## src/rtl/arith_mult_karatsuba_out_buf.sv

```systemverilog
// Credit-gated result buffer behind the fixed-latency Karatsuba multiplier.
// ARITH_MULT_KARATSUBA_OUT_BUF_REG_OUT_EN adds a registered output stage (counts as one of DEPTH entries).
module arith_mult_karatsuba_out_buf #(
  parameter int unsigned OP_W    = 64,
  parameter int unsigned SIDE_W  = 8,
  parameter int unsigned LATENCY = 5,
  parameter int unsigned DEPTH   = 8
) (
  input  logic                clk,
  input  logic                a_rst_n,
  input  logic                in_avail,
  output logic                in_rdy,
  input  logic [OP_W-1:0]     in_a,
  input  logic [OP_W-1:0]     in_b,
  input  logic [SIDE_W-1:0]   in_side,
  output logic                mult_avail,
  output logic [OP_W-1:0]     mult_a,
  output logic [OP_W-1:0]     mult_b,
  output logic [SIDE_W-1:0]   mult_side,
  input  logic                mult_z_avail,
  input  logic [2*OP_W-1:0]   mult_z,
  input  logic [SIDE_W-1:0]   mult_z_side,
  output logic                out_avail,
  input  logic                out_rdy,
  output logic [2*OP_W-1:0]   out_z,
  output logic [SIDE_W-1:0]   out_side,
  output logic [1:0]          error
);

  localparam int unsigned EW  = 2*OP_W + SIDE_W;
`ifdef ARITH_MULT_KARATSUBA_OUT_BUF_REG_OUT_EN
  localparam int unsigned FD  = DEPTH - 1;
`else
  localparam int unsigned FD  = DEPTH;
`endif
  localparam int unsigned PW  = (FD > 1) ? $clog2(FD) : 1;
  localparam int unsigned FCW = $clog2(FD + 1);
  localparam int unsigned CW  = $clog2(DEPTH + 1);

  if (DEPTH < 2) begin : g_bad_depth
    $error("arith_mult_karatsuba_out_buf: DEPTH must be at least 2");
  end
  if (LATENCY < 1) begin : g_bad_latency
    $error("arith_mult_karatsuba_out_buf: LATENCY must be at least 1");
  end

  logic [CW-1:0]  credit_q, credit_d;
  logic [CW-1:0]  ifl_q, ifl_d;
  logic [1:0]     err_q, err_d;
  logic [EW-1:0]  mem_q [FD];
  logic [PW-1:0]  wp_q, rp_q;
  logic [FCW-1:0] fcnt_q;
  logic [EW-1:0]  head;
  logic           issue, pop, fifo_pop, push_ok, unexp;

  function automatic logic [PW-1:0] ptr_inc(input logic [PW-1:0] p);
    return (p == PW'(FD - 1)) ? '0 : p + PW'(1);
  endfunction

  assign in_rdy     = (credit_q != '0) & a_rst_n;
  assign issue      = in_avail & in_rdy;
  assign mult_avail = issue;
  assign mult_a     = in_a;
  assign mult_b     = in_b;
  assign mult_side  = in_side;
  assign pop        = out_avail & out_rdy;
  assign head       = mem_q[rp_q];
  assign error      = err_q;

  // A full FIFO still accepts a push when its head leaves in the same cycle.
  assign push_ok = mult_z_avail & ((fcnt_q != FCW'(FD)) | fifo_pop);
  assign unexp   = mult_z_avail & (ifl_q == '0) & ~issue;

  always_comb begin
    credit_d = credit_q;
    if (issue && !pop)
      credit_d = credit_q - CW'(1);
    else if (pop && !issue && credit_q != CW'(DEPTH))
      credit_d = credit_q + CW'(1);

    ifl_d = ifl_q;
    if (issue && !mult_z_avail && ifl_q != CW'(DEPTH))
      ifl_d = ifl_q + CW'(1);
    else if (mult_z_avail && !issue && ifl_q != '0)
      ifl_d = ifl_q - CW'(1);

    err_d = err_q | {unexp, mult_z_avail & ~push_ok};
  end

  always_ff @(posedge clk or negedge a_rst_n) begin
    if (!a_rst_n) begin
      credit_q <= CW'(DEPTH);
      ifl_q    <= '0;
      err_q    <= '0;
    end else begin
      credit_q <= credit_d;
      ifl_q    <= ifl_d;
      err_q    <= err_d;
    end
  end

  always_ff @(posedge clk or negedge a_rst_n) begin
    if (!a_rst_n) begin
      for (int unsigned i = 0; i < FD; i++) mem_q[i] <= '0;
      wp_q   <= '0;
      rp_q   <= '0;
      fcnt_q <= '0;
    end else begin
      if (push_ok) begin
        mem_q[wp_q] <= {mult_z, mult_z_side};
        wp_q        <= ptr_inc(wp_q);
      end
      if (fifo_pop) rp_q <= ptr_inc(rp_q);
      if (push_ok && !fifo_pop)
        fcnt_q <= fcnt_q + FCW'(1);
      else if (fifo_pop && !push_ok)
        fcnt_q <= fcnt_q - FCW'(1);
    end
  end

`ifdef ARITH_MULT_KARATSUBA_OUT_BUF_REG_OUT_EN
  logic          ov_q;
  logic [EW-1:0] oreg_q;

  // Skid: the output register reloads in the same cycle it is popped.
  assign fifo_pop  = (fcnt_q != '0) & (~ov_q | out_rdy);
  assign out_avail = ov_q;
  assign {out_z, out_side} = oreg_q;

  always_ff @(posedge clk or negedge a_rst_n) begin
    if (!a_rst_n) begin
      ov_q   <= 1'b0;
      oreg_q <= '0;
    end else if (fifo_pop) begin
      ov_q   <= 1'b1;
      oreg_q <= head;
    end else if (pop) begin
      ov_q   <= 1'b0;
    end
  end
`else
  assign fifo_pop  = pop;
  assign out_avail = (fcnt_q != '0);
  assign {out_z, out_side} = head;
`endif

endmodule

```

## config.mk

```make
export PLATFORM = sky130hd
export DESIGN_NAME = arith_mult_karatsuba_out_buf
export DESIGN_NICKNAME = d
export VERILOG_FILES = /design/src/rtl/arith_mult_karatsuba_out_buf.sv
export SDC_FILE = /design/constraint.sdc
export NUM_CORES = 2
export LEC_CHECK = 0
export ABC_AREA = 1
export BUFFER_PORTS_ARGS = -buffer_cell sky130_fd_sc_hd__buf_2
export CAP_MARGIN = 15
export CORE_ASPECT_RATIO = 0.75
export CORE_MARGIN = 5
export CORE_UTILIZATION = 55
export DETAILED_ROUTE_END_ITERATION = 10
export PLACE_DENSITY_LB_ADDON = 0.1
export SYNTH_ARGS = -nofsm -noshare
export SYNTH_HDL_FRONTEND = slang
export SYNTH_SLANG_ARGS = --single-unit
```

## constraint.sdc

```tcl
create_clock -name clk -period 2.7 [get_ports clk]
set_input_delay 0.81 -clock clk [delete_from_list [all_inputs] [get_ports clk]]
set_output_delay 0.81 -clock clk [all_outputs]
set_load 0.005 [all_outputs]
```

==> metrics.yaml <==
clock_tree:
  clk_latency_ns: 0.70
  holdBufCountCts: 0
  cts_tree: "built"
  cts_sinks: 1108
  cts.clk_slew.worst_paths_ns: 0.07
  cts_buffers: 108
  htreeDepth: 3
  cts_buffer_depth: 3
  cts_root_buf: "clkbuf_16"
logic_synthesis:
  synthTopCellsByCount: "1,555 x o21ai_0, 1,120 x nand2_1, 1,107 x dfrtp_1"
  avgSynthCellArea_um2: 8.47
  synthDistinctLibCells: 34
  synth_top_area_share_pct: 55.4
  yosys_most_used_dff: "dfrtp_1"
  yosysTopAreaCell: "dfrtp_1"
  netlist_area_um2: 50000
  synth_edf_count: 0
  yosysWarningCount: 0
  async_flop_share_pct: 100
  syn-num-nets: 6197
  syn_inst: 5906
  synth_area_leaders: "dfrtp_1 55%, o21ai_0 16%, nand2_1 8.4%"
  synth_most_common_cell: "o21ai_0"
  yosys_register_bits: 1108
  yosysSeqAreaShare_pct: 55.4
sta:
  setup_tns_ns: -79.49
  rsz0062_at_grt: "yes"
  hold_slack_ns: 0.0845
  tightestPinTransition_ns: 0.877
  finClkSkew_ns: 0.0172
  final-setup-viol-count: 136
  maxSlewHeadroom_pct: 41.5
  hold_viol: 0
  post-route-period-util_pct: 126
  slew_violations: 0
  period_needed_ns: 3.40
  finalWorstSetupSlack_ns: -0.700
  timing.fmax_mhz: 294
drt:
  vias_per_cell: 5.86
  remaining_drc_errors: 0
  detail-route-antenna-nets: 0
  dr.pass1.iters: 6
  avgRoutedWirePerCell_um: 20.8
  dr.first_iter.drc_count: 4860
  vias: 43300
  wirelength_um: 154000
critical_path:
  cp_max_fo: 7
  rrSetupSlack_ns: 0.46
  cp-end-kind: "output port"
  reg2reg_from: "credit_q[0]$_DFFE_PN0P_"
  crit_path_start: "rp_q[0]$_DFFE_PN0P_"
  reg2reg_depth: 15
  cp.arrival_ns: 2.59
  critPathKind: "register to output port"
  reg2reg_to: "credit_q[3]$_DFFE_PN1P_"
  crit_required_ns: 1.89
  cp-start-kind: "register"
global_routing:
  grt_pass1_wl_um: 231000
  grt_max_degree: 151
  grt_pass1_vias: 40400
  grt_antenna_before_repair: 2
  overflow: 0
  grtUsageTotal_pct: 29.5
floorplan:
  rows: 95
  core_area_um2: 89900
  io_pins: 554
  fp.dieW_um: 358
  die_h_um: 271
  dieArea_um2: 97100
  start_util_pct: 55.7
final_layout:
  drive_gt1_share_pct: 17.4
  n_fill_cell: 7216
  finish.net_count: 6384
  seqCellArea_um2: 27700
  area_delta_synth_final_pct: 21.5
  multi_input_area_um2: 19300
pwr:
  leakage_nw: 28.6
  p_per_area_nw_per_um2: 1390
  irDropWorstVdd_v: 0.000727
outcome:
  outcome: "finished, violations left"
  violations: "setup timing"
job:
  maxCapViolations: 0
place:
  port-buffer-count: 281
  hpwl_um: 83400
  place_congestion: 0.799
min_path:
  hp-class: "input port to async pin"
## worst max-delay path, stage by stage (launching register included)
cell     delay, ns
dfrtp_4       0.54
inv_8         0.11
buf_16        0.14
buf_12        0.17
buf_8         0.13
o21ai_0       0.09
o22ai_1       0.20
nor2_1        0.09
a31oi_2       0.25
buf_2         0.17
## power breakdown
group / leakage [nW] / internal, mW / switching, mW
registers: 14.0 / 24.1 / 4.30
logic: 12.7 / 18.0 / 22.0
clock network: 1.87 / 9.53 / 6.73
total: 28.6 / 51.6 / 33.1
## worst max-delay path by stage
stage | end | slack [ns]
final | out_z[52] | -0.70
after global routing | out_z[51] | -0.81
after CTS | out_z[29] | -0.68
after detailed placement | out_z[22] | 0.006
after global placement | out_z[22] | 0.003
after floorplan | fcnt_q[3]$_DFFE_PN0P_ | 0.31
## logic make-up after synthesis
kind of cell	share of synthesized area, %
buf+inv	8.14
flops	55.4
mux	0.0225
compound gates	20.0
simple gates	15.9
xor+xnor	0.105
fa+ha+maj	0.395
## metrics by stage
stage                     instances  total power [mW]  worst slack (ns)  area [um^2]  util [%]
after floorplan                5906              46.5             0.309        50000         -
after global placement         7030              57.9           0.00268        52400      58.3
after detailed placement       7030              58.6           0.00554        52400      58.3
after CTS                      7292              78.9            -0.683        58000      64.6
after global routing           7394              90.2            -0.806        60800      67.6
final                          7395              84.7            -0.700        60800      67.6
## per-layer routing
| metal | share of wire [%] | vias to the layer above | wire, um | global-route usage, % |
|---|---|---|---|---|
| met1 | 45 | 21300 | 68500 | 44.8 |
| met2 | 45 | 1935 | 68700 | 43.7 |
| li1 | - | 19900 | - | - |
| met3 | 8.3 | 239 | 12800 | 6.32 |
| met5 | 0.074 | - | 113 | 0.750 |
| met4 | 2.3 | 6 | 3520 | 6.85 |
## layout by cell type (no fill, tap or decap), types with 26 or more instances in the layout
master / count
o21ai_0: 1402
nand2_1: 1120
dfrtp_1: 1105
nor2_1: 881
buf_2: 261
o21ai_1: 179
inv_1: 158
clkbuf_16: 157
buf_4: 136
buf_12: 105
o22ai_1: 104
a31oi_1: 100
o21ai_2: 56
nor2_2: 55
buf_16: 42
buf_6: 42
a31oi_2: 34
o22ai_2: 33
nor2_4: 26
## area by class of cell
cell class                      instances  share of cell area (%)
Sequential cell                      1108                    45.7
Multi-Input combinational cell       4050                    31.8
Timing Repair Buffer                  662                    12.7
Clock buffer                          147                    5.14
Tap cell                             1212                    2.50
Clock inverter                         51                    1.11
Inverter                              162                    1.06
Timing Repair inverter                  1                  0.0144
Antenna cell                            2                 0.00824
## sequential cells by signal, indices dropped and copies added, names as in the netlist
name      flops
fcnt_q        4
mem_q      1088
error         2
ifl_q         4
credit_q      4
rp_q          3
wp_q          3
## timing repair
item | 4_1_cts | 5_1_grt
gates cloned | 28 | 53
buffers inserted | 36 | 56
endpoints found under the setup margin | 136 | 137
hold endpoints to repair | 0 | 0
pin swaps | 49 | 154
resized for setup | 183 | 396
Power figures use the tool's default switching activity.
